File: src/rtl/linear_layer_start_fifo_ctrl.sv
// Start-token FIFO for the linear-layer dataflow: shift-register storage,
// show-ahead read port, occupancy count and registered full/empty flags.
module linear_layer_start_fifo_ctrl #(
    parameter int DATA_WIDTH = 1,
    parameter int ADDR_WIDTH = 3,
    parameter int DEPTH      = 8
) (
    input  logic                  clk,
    input  logic                  reset,
    output logic                  if_full_n,
    input  logic                  if_write_ce,
    input  logic                  if_write,
    input  logic [DATA_WIDTH-1:0] if_din,
    output logic                  if_empty_n,
    input  logic                  if_read_ce,
    input  logic                  if_read,
    output logic [DATA_WIDTH-1:0] if_dout,
    output logic [ADDR_WIDTH:0]   num_data_valid,
    output logic [ADDR_WIDTH:0]   fifo_cap
);

    localparam int CW = ADDR_WIDTH + 1;
    localparam logic [CW-1:0] DEPTH_C = CW'(DEPTH);

    logic [DATA_WIDTH-1:0] mem_q [DEPTH];
    logic [DATA_WIDTH-1:0] mem_d [DEPTH];
    logic [CW-1:0]         cnt_q, cnt_d;
    logic                  full_n_q, full_n_d;
    logic                  empty_n_q, empty_n_d;
    logic                  push, pop;
    logic [ADDR_WIDTH-1:0] raddr;

    // Reset gates push so storage never shifts while tokens are discarded.
    assign push = if_write & if_write_ce & full_n_q & ~reset;
    assign pop  = if_read & if_read_ce & empty_n_q;

    always_comb begin
        mem_d = mem_q;
        if (push) begin
            for (int i = 1; i < DEPTH; i++) begin
                mem_d[i] = mem_q[i-1];
            end
            mem_d[0] = if_din;
        end
    end

    always_comb begin
        cnt_d = cnt_q;
        unique case ({push, pop})
            2'b10:   cnt_d = cnt_q + CW'(1);
            2'b01:   cnt_d = cnt_q - CW'(1);
            default: cnt_d = cnt_q;
        endcase
        full_n_d  = (cnt_d != DEPTH_C);
        empty_n_d = (cnt_d != '0);
    end

    always_ff @(posedge clk) begin
        mem_q <= mem_d;
    end

    always_ff @(posedge clk) begin
        if (reset) begin
            cnt_q     <= '0;
            full_n_q  <= 1'b1;
            empty_n_q <= 1'b0;
        end else begin
            cnt_q     <= cnt_d;
            full_n_q  <= full_n_d;
            empty_n_q <= empty_n_d;
        end
    end

    // Oldest token sits at entry cnt-1; empty falls back to entry 0.
    assign raddr = (cnt_q != '0) ? ADDR_WIDTH'(cnt_q - CW'(1)) : '0;

    assign if_dout        = mem_q[raddr];
    assign if_full_n      = full_n_q;
    assign if_empty_n     = empty_n_q;
    assign num_data_valid = cnt_q;
    assign fifo_cap       = DEPTH_C;

endmodule
File: config.mk
export PLATFORM = sky130hd
export DESIGN_NAME = linear_layer_start_fifo_ctrl
export DESIGN_NICKNAME = d
export VERILOG_FILES = /design/src/rtl/linear_layer_start_fifo_ctrl.sv
export SDC_FILE = /design/constraint.sdc
export NUM_CORES = 1
export LEC_CHECK = 0
export ABC_AREA = 1
export ABC_CLOCK_PERIOD_IN_PS = 1700
export CORE_MARGIN = 5
export CORE_UTILIZATION = 48
export DETAILED_ROUTE_END_ITERATION = 7
export GPL_ROUTABILITY_DRIVEN = 0
export PLACE_DENSITY_LB_ADDON = 0.2
export SLEW_MARGIN = 20
export SYNTH_ARGS = -nofsm -noshare
export SYNTH_HDL_FRONTEND = slang
export SYNTH_SLANG_ARGS = --single-unit
File: constraint.sdc
create_clock -name clk -period 1.7 [get_ports clk]
set_input_delay 0.17 -clock clk [delete_from_list [all_inputs] [get_ports clk]]
set_output_delay 0.17 -clock clk [all_outputs]
set_load 0.03 [all_outputs]
After elaboration in Yosys (flattened, before gate mapping)
Cells that the tools add are included.
Storage, ports and cells
  register bits after elaboration: 14
  bits of input ports: 7
  output and inout bits: 11
  word-level logic and storage cells: 31
Cells by class
  $add $sub $neg: 2
  magnitude comparators: 1
  equal/unequal tests: 3
  multiplexer cells: 5
  bitwise logic cells: 7
  reductions and logical operators: 2
Operators with widths (count)
  $pmux W4 S2: 1
  $reduce_bool A4 Y1: 2
  $and A1 B1 Y1: 5
  $add A4 B1 Y4 const B: 1
  $ge A4 B4 Y1 const B: 1
  $ne A4 B4 Y1 const B: 1
  $not A3 Y4: 1
  $sub A4 B1 Y4 const B: 1
  $bmux W1 S3: 1
  $mux W3: 1
  $eq A2 B1 Y1 const B: 1
  $eq A2 B2 Y1 const B: 1
  $mux W1: 2
  $not A1 Y1: 1

Longest topological paths before layout
Gate-level depths: netlist (run 1).
  depth after elaboration: 6
  depth in mapped cells: 10
  depth with buffers taken out: 10

Least setup slack after synthesis (run 1)
OpenSTA, ideal clock, no wires.
  path kind: register to output
  start point: reg cnt_q[0], in the netlist num_data_valid[0]
  end point: out if_dout
  arrival time: 1.578 ns
  data required time: 1.530 ns
  slack: -0.048 ns
  cell stages (with the launch flop): 10
  path buffers: 0
  cells stage by stage: dfxtp_1 -> inv_2 -> ha_1 -> nand3_4 -> nand2_2 -> nand2_1 -> nand2_1 -> nand2_1 -> nand3_1 -> nand2_1
Between the ends
  word-level cells in the longest chain between the ends: 6
  elaborated cells on any way between the ends: 7
  classes of those cells: 1 x add/sub; 4 x mux; 1 x bitwise; 1 x reduce/logical
RTL lines
  start, declared: RTL line 27  | logic [CW-1:0] cnt_q, cnt_d;
  start signal, assigned: RTL line 68  | cnt_q <= cnt_d;
  $sub A4 B1 Y4 or $reduce_bool A4 Y1 (tied branches): RTL line 75  | assign raddr = (cnt_q != '0) ? ADDR_WIDTH'(cnt_q - CW'(1)) : '0;
  $mux W3 (*): RTL line 75
  $not A3 Y4 (implied by the code) (*): RTL line 77  | assign if_dout = mem_q[raddr];
  $bmux W1 S3 (*): RTL line 77
  $mux W1 (implied by the code) (*) (2 in series): RTL line 77
  end, declared: RTL line 17  | output logic [DATA_WIDTH-1:0] if_dout,
Mark *: on every way between the ends. The rest lies on a longest branch, timed or not. The select of a mux whose other input is x is not followed.

Worst setup path after layout (run 1)
  start point: reg cnt_q[0], in the netlist num_data_valid[0]
  end point: out num_data_valid[0]
RTL lines
  end, declared: RTL line 18  | output logic [ADDR_WIDTH:0] num_data_valid,
No word-level cell between the ends.

==> results.json, run 1 <==
{
  "finalSetupViolations": 0,
  "critical_path.cell_chain": "buf_4, clkdlybuf4s50_1",
  "row_count": 14,
  "die-area_mm2": 0.00259,
  "grt_max_degree": 9,
  "first_iter_violations": 21,
  "antenna_found_initial": 0,
  "clk_pin_slew_ns": 0.08,
  "hp-class": "in -> reg",
  "wl_per_cell_um": 11.0,
  "power-per-cell-area_mw_per_mm2": 968,
  "drv_cap": 0,
  "ir_worst_vdd_mv": 0.723,
  "ys_warn_count": 0,
  "dr.pass1.iters": 4,
  "wl_met2_um": 698,
  "htree_levels": 1,
  "hold_viol": 0,
  "cts_tree": "built",
  "crit_type": "reg -> out",
  "finalSetupTns_ns": 0,
  "area_delta_synth_final_pct": 34.1,
  "clockBufferDepth": 2,
  "grt_pass1_wl_um": 2780,
  "crit_path_end_kind": "primary output",
  "drt-met1-wl_um": 726,
  "drv_slew": 0,
  "final_common_cell": "nand2_1",
  "crit_required_ns": 1.53,
  "synth-seq-cells": 14,
  "syn_area_um2": 805,
  "core_area_mm2": 0.00154,
  "pin_count": 18,
  "syn_area_per_cell_um2": 7.97,
  "ant_nets": 0,
  "dr_wl_met3_um": 108,
  "root_buffer": "clkbuf_4",
  "gr-usage-all-layers_pct": 13.7,
  "syn_inst": 101,
  "cp_max_fo": 7,
  "status": "complete, no violations",
  "start_util_pct": 52.2,
  "fmax_mhz": 608,
  "numCtsBuffers": 3,
  "cp.arrival_ns": 1.47,
  "critPathSlowestCell": "clkdlybuf4s50_1",
  "cts.sinks": 14,
  "postCtsHoldBufs": 0,
  "die_h_um": 50.9,
  "rrSetupSlack_ns": 0.19,
  "ys_seq_area_share_pct": 44.8,
  "n_antenna_cell": 0,
  "rsz0062_at_grt": "true",
  "drc": 0,
  "clk_latency_ns": 0.28,
  "max_stage_delay_ns": 0.67,
  "most-common-layout-cells": "nand2_1, nand3_1, inv_1, clkdlybuf4s50_1, buf_4",
  "routed.top_layer": "met4",
  "drive_gt1_share_pct": 23.6,
  "overflow": 0,
  "fp.dieW_um": 50.9,
  "viasPerCell": 4.85,
  "final.period_utilization_pct": 96.7,
  "drt_wl_total_um": 1570,
  "ys_types": 19,
  "whs_ns": 0.439,
  "fin_crit_ns": 1.64,
  "grt_pass1_vias": 677,
  "io_buffer_count": 13,
  "n_fill_cell": 130,
  "detailed_place_hpwl_um": 1190,
  "nNetsFinal": 139,
  "fin_worst_skew_ns": 0.00284,
  "vias": 694,
  "leakagePower_uw": 0.000524,
  "crit_path_start_kind": "register"
}
layer usage:
| metal | global-route usage, % | vias to the layer above |
|---|---|---|
| met3 | 2.33 | 2 |
| met1 | 17.7 | 299 |
| met4 | 7.66 | 0 |
| met5 | 0 | - |
| met2 | 21.5 | 22 |
| li1 | - | 371 |
through the flow:
step | instances | cell area [µm²] | utilization (%) | total power [µW] | setup slack (ns)
final | 143 | 1080 | 70.0 | 1040 | 0.0558
after global routing | 143 | 1080 | 70.0 | 1120 | -0.0642
after CTS | 143 | 1060 | 69.1 | 1040 | 0.0164
after detailed placement | 137 | 998 | 64.8 | 818 | -0.106
after global placement | 137 | 998 | 64.8 | 814 | -0.0949
after floorplan | 103 | 813 | - | 691 | 0.0549
flip-flops by register name, indices dropped and copies added, names as in the netlist:
register,flops
num_data_valid,4
if_empty_n,1
mem_q,8
if_full_n,1
worst max-delay path: cells and delay by family (launching register included):
kind | cells | cell delay [ns]
flops | 1 | 0.37
buf+inv | 2 | 0.82
cell usage after synthesis:
master,number,area (µm²)
a21oi_1,2,10.0
a21oi_2,1,8.76
buf_4,4,30.0
conb_1,2,7.51
dfxtp_1,6,120
edfxtp_1,8,240
ha_1,4,50.1
inv_1,13,48.8
inv_2,3,11.3
nand2_1,27,101
nand2_2,2,12.5
nand3_1,17,85.1
nand3_2,1,10.0
nand3_4,1,17.5
nand4_1,3,18.8
nor2_1,4,15.0
o21ai_0,1,5.00
or2_0,1,6.26
or2_1,1,6.26
path summary, 6_finish.rpt:
check	from	end	depth (start not counted)
hold / removal	if_din	mem_q[7]$_DFFE_PP_	1
setup / recovery	num_data_valid[0]$_SDFF_PP0_	num_data_valid[0]	2
hold reg to reg	mem_q[1]$_DFFE_PP_	mem_q[0]$_DFFE_PP_	0
setup reg to reg	if_full_n$_SDFF_PP1_	if_empty_n$_SDFF_PP0_	8
final cells by class:
class	count	area (µm²)	share of cell area [%]
timing repair buffer	24	214	19.8
clock buffer	3	22.5	2.09
sequential	14	369	34.2
tap	16	20.0	1.86
clock inverter	1	3.75	0.348
inverter	16	65.1	6.03
multi-input combinational	69	384	35.6
report_power, final:
group | internal [µW] | switching, µW | total (µW) | leakage [µW]
logic | 185 | 260 | 445 | 0.000384
registers | 384 | 20.8 | 405 | 0.000125
clock network | 85.3 | 108 | 194 | 0.0000154
kinds of logic (layout without fill, tap and decap cells):
family | Yosys count | count (layout) | synth area share, %
DFF | 14 | 14 | 44.8
AOI/OAI and AO/OA | 4 | 4 | 2.95
other | 2 | 4 | 0.933
and+or+nand+nor | 57 | 57 | 33.9
buffers and inverters | 20 | 44 | 11.2
adders and majority gates | 4 | 4 | 6.22
timing repair:
| action | in CTS | in global routing |
|---|---|---|
| endpoints found under the setup margin | 1 | 2 |
| pin swaps | 0 | 0 |
| gates resized for setup | 7 | 6 |
| setup buffers | 2 | 0 |
Note: power is estimated with default switching activity, not from simulation.
==> inputs of run 2 (changes only) <==
CORE_MARGIN = 4   (was 5)
==> results.json, run 2 (synthesized netlist as in run 1, its figures left out) <==
{
  "status": "complete, no violations",
  "grt_pass1_vias": 694,
  "drv_slew": 0,
  "start_util_pct": 52.2,
  "largest_register_ff_count": 8,
  "nNetsFinal": 140,
  "grt_pass1_wl_um": 2970,
  "fmax_mhz": 594,
  "finalSetupTns_ns": 0,
  "clockBufferDepth": 2,
  "crit_path_start_kind": "register",
  "antenna_found_initial": 0,
  "fin_crit_ns": 1.68,
  "seq_area_um2": 368,
  "final.period_utilization_pct": 99.0,
  "dr.pass1.iters": 4,
  "detailed_place_hpwl_um": 1270,
  "clk_latency_ns": 0.28,
  "gr-usage-all-layers_pct": 15.8,
  "first_iter_violations": 29,
  "hp-class": "in -> reg",
  "drc": 0,
  "multi_input_area_um2": 392,
  "ant_nets": 0,
  "whs_path_depth": 1,
  "cp_max_fo": 6,
  "crit_path_end_kind": "primary output",
  "drive_gt1_share_pct": 25.0,
  "crit_required_ns": 1.53,
  "finalSetupViolations": 0,
  "io_buffer_count": 13,
  "htree_levels": 1,
  "clk_pin_slew_ns": 0.08,
  "wl_per_cell_um": 12.5,
  "core_area_mm2": 0.00154,
  "fin_worst_skew_ns": 0.00122,
  "n_fill_cell": 124,
  "crit_type": "reg -> out",
  "utilization_pct": 70.9,
  "final_common_cell": "nand2_1",
  "most-common-layout-cells": "nand2_1, nand3_1, inv_1, clkdlybuf4s50_1, buf_4",
  "pin_count": 18,
  "fp.dieW_um": 48.9,
  "ir_worst_vdd_mv": 0.729,
  "cts_tree": "built",
  "grt_max_degree": 9,
  "die-area_mm2": 0.00240,
  "cp.arrival_ns": 1.51,
  "area_delta_synth_final_pct": 35.8,
  "root_buffer": "clkbuf_4",
  "overflow": 0,
  "die_h_um": 48.9,
  "drv_cap": 0,
  "n_antenna_cell": 0,
  "hold_viol": 0,
  "cts.sinks": 14,
  "row_count": 14,
  "power-per-cell-area_mw_per_mm2": 976,
  "postCtsHoldBufs": 0,
  "ff2ff_path_depth": 8,
  "whs_ns": 0.445,
  "viasPerCell": 5.30,
  "leakagePower_uw": 0.000530,
  "rsz0062_at_grt": "true",
  "numCtsBuffers": 3,
  "largest_register": "mem_q",
  "drt_wl_total_um": 1790,
  "vias": 763
}
-- run 2: changes by cell type in the layout (fill, tap and decap cells not counted) --
cell	delta
buf_4	+1
nand3_1	-1
nand2_1	-1
dfxtp_2	-1
nand2_2	+1
dfxtp_1	+1
nand3_2	+1
-- run 2: through the flow --
step | area (µm²) | cells | setup slack [ns] | total power [µW]
6_report | 1090 | 144 | 0.0164 | 1070
5_1_grt | 1090 | 144 | -0.0936 | 1140
4_1_cts | 1050 | 141 | 0.000576 | 1030
3_5_place_dp | 991 | 136 | -0.136 | 821
3_3_place_gp | 991 | 136 | -0.0937 | 813
2_1_floorplan | 813 | 103 | 0.0549 | 691
-- run 2: final timing paths --
| path | from | end | slack (ns) |
|---|---|---|---|
| setup / recovery | num_data_valid[1]$_SDFF_PP0_ | if_dout | 0.02 |
| hold / removal | if_din | mem_q[7]$_DFFE_PP_ | 0.44 |
| setup reg to reg | if_full_n$_SDFF_PP1_ | if_empty_n$_SDFF_PP0_ | 0.19 |
| hold reg to reg | mem_q[4]$_DFFE_PP_ | mem_q[3]$_DFFE_PP_ | 0.45 |
-- run 2: repair_timing --
item                       CTS  global route
buffers inserted             1             3
pin swaps                    0             5
gates resized for setup      7             7
setup endpoints to repair    1             1
-- run 2: critical path: stages (launching register included) --
cell	delay, ns
dfxtp_4	0.37
inv_4	0.06
ha_4	0.15
nand3_4	0.12
nand2_4	0.11
nand2_2	0.05
nand2_2	0.06
nand2_1	0.05
nand3_1	0.06
nand2_1	0.07
buf_6	0.14
-- run 2: layout make-up --
class,count,area share (%)
clock inverter,1,0.344
timing repair buffer,25,20.3
inverter,16,5.96
sequential,14,33.7
multi-input combinational,69,35.9
clock buffer,3,2.06
tap,16,1.83
-- run 2: layer usage --
layer	wire length, µm	global-route usage [%]
met2	870	25.4
met1	750	19.4
met4	68	8.97
met3	104	3.36
met5	0	0
-- run 2: power breakdown --
part | switching [µW] | internal, µW
clock | 107 | 85.1
sequential | 22.2 | 383
combinational | 274 | 193
==> inputs of run 3 (changes only) <==
CORE_MARGIN = not set   (was 4)
SLEW_MARGIN = not set   (was 20)
==> results.json, run 3 (synthesized netlist as in run 1, its figures left out) <==
{
  "crit_required_ns": 1.53,
  "viasPerCell": 5.03,
  "overflow": 0,
  "die_h_um": 42.9,
  "crit_path_start_kind": "register",
  "comb_power_share_pct": 42.7,
  "hold_viol": 0,
  "clk_pin_slew_ns": 0.09,
  "largest_register_ff_count": 8,
  "whs_path_depth": 1,
  "ir_worst_vdd_mv": 0.782,
  "detailed_place_hpwl_um": 1160,
  "root_buffer": "clkbuf_4",
  "fin_worst_skew_ns": 0.00890,
  "n_fill_cell": 127,
  "ant_nets": 0,
  "io_buffer_count": 13,
  "drv_cap": 0,
  "drv_slew": 0,
  "clockBufferDepth": 2,
  "area_delta_synth_final_pct": 33.4,
  "final.period_utilization_pct": 97.2,
  "drive_gt1_share_pct": 24.4,
  "grt_pass1_vias": 600,
  "antenna_found_initial": 0,
  "grt.busiest_layer": "met2",
  "cts.sinks": 14,
  "core_area_mm2": 0.00154,
  "use_met2_pct": 29.1,
  "finalInstanceArea_mm2": 0.00107,
  "crit_path_end_kind": "primary output",
  "grt_pass1_wl_um": 2590,
  "power.switching_uw": 392,
  "dpl_worst_slack_ns": -0.135,
  "power_frac_seq_pct": 38.7,
  "cp_max_fo": 6,
  "hp-class": "in -> reg",
  "cp.arrival_ns": 1.48,
  "utilization_pct": 69.6,
  "power-per-cell-area_mw_per_mm2": 978,
  "nNetsFinal": 139,
  "largest_register": "mem_q",
  "switching_share_pct": 37.4,
  "clk_latency_ns": 0.28,
  "grt_use_met3_pct": 2.55,
  "postCtsHoldBufs": 0,
  "drt_wl_total_um": 1650,
  "row_count": 14,
  "wl_per_cell_um": 11.5,
  "n_antenna_cell": 0,
  "htree_levels": 1,
  "final_common_cell": "nand2_1",
  "first_iter_violations": 34,
  "crit_type": "reg -> out",
  "leakagePower_uw": 0.000521,
  "fmax_mhz": 605,
  "drc": 0,
  "pin_count": 18,
  "die-area_mm2": 0.00184,
  "most-common-layout-cells": "nand2_1, nand3_1, clkdlybuf4s50_1",
  "finalSetupViolations": 0,
  "rsz0062_at_grt": "true",
  "fin_crit_ns": 1.65,
  "ff2ff_path_depth": 9,
  "start_util_pct": 52.2,
  "vias": 719,
  "numCtsBuffers": 3,
  "gr-usage-all-layers_pct": 19.1,
  "use_met1_pct": 25.9,
  "dr.pass1.iters": 4,
  "pwr-share-clk_pct": 18.6,
  "cts_tree": "built",
  "placed_area_um2": 991,
  "intPower_uw": 657,
  "status": "complete, no violations",
  "layout_setup_ws_ns": 0.0473,
  "fp.dieW_um": 42.9,
  "grt_max_degree": 9
}
-- run 3: final cells by class --
type	count	area, µm²	share of cell area, %
clock inverter	1	3.75	0.350
clock buffer	3	22.5	2.10
tap	16	20.0	1.86
multi-input combinational	69	379	35.3
inverter	16	65.1	6.06
timing repair buffer	24	214	19.9
sequential	14	369	34.4
-- run 3: timing repair --
| item | CTS | global route |
|---|---|---|
| pin swaps | 0 | 3 |
| gates cloned | 0 | 0 |
| resized for setup | 8 | 5 |
| endpoints found under the setup margin | 1 | 2 |
| setup buffers | 1 | 2 |
-- run 3: per-stage QoR --
step	TNS (ns)	total power, µW	instances	hold WS, ns
after floorplan	0	691	103	0.232
after global placement	-0.184	812	136	0.429
after detailed placement	-0.230	818	136	0.434
after CTS	0	1030	141	0.441
after global routing	-0.0623	1110	143	0.436
final	0	1050	143	0.454
-- run 3: final timing paths --
check | start | endpoint | slack, ns
setup / recovery | num_data_valid[1]$_SDFF_PP0_ | if_dout | 0.05
hold / removal | if_din | mem_q[7]$_DFFE_PP_ | 0.45
setup reg to reg | if_full_n$_SDFF_PP1_ | if_empty_n$_SDFF_PP0_ | 0.14
hold reg to reg | mem_q[1]$_DFFE_PP_ | mem_q[0]$_DFFE_PP_ | 0.46
-- run 3: worst max-delay path, stage by stage, from the launching register on --
cell and delay, ns:
dfxtp_4 0.36, inv_4 0.06, ha_4 0.15, nand3_4 0.11, nand2_2 0.10, nand2_1 0.05
nand2_1 0.05, nand2_1 0.05, nand3_1 0.06, nand2_1 0.07, buf_6 0.14
-- run 3: metal layers --
layer	share of wire, %	vias up	wire length, µm
met5	0	-	0
met4	2.1	0	35
met3	4.4	4	73
met2	46	24	753
met1	48	320	784
li1	-	371	-
-- run 3: power groups by stage --
stage / Combinational, µW / Sequential, µW / Clock (µW)
floorplan: 242 / 449 / 0
global placement: 396 / 415 / 0
detailed placement: 402 / 416 / 0
CTS: 430 / 406 / 199
global route: 492 / 410 / 205
finish: 449 / 406 / 195
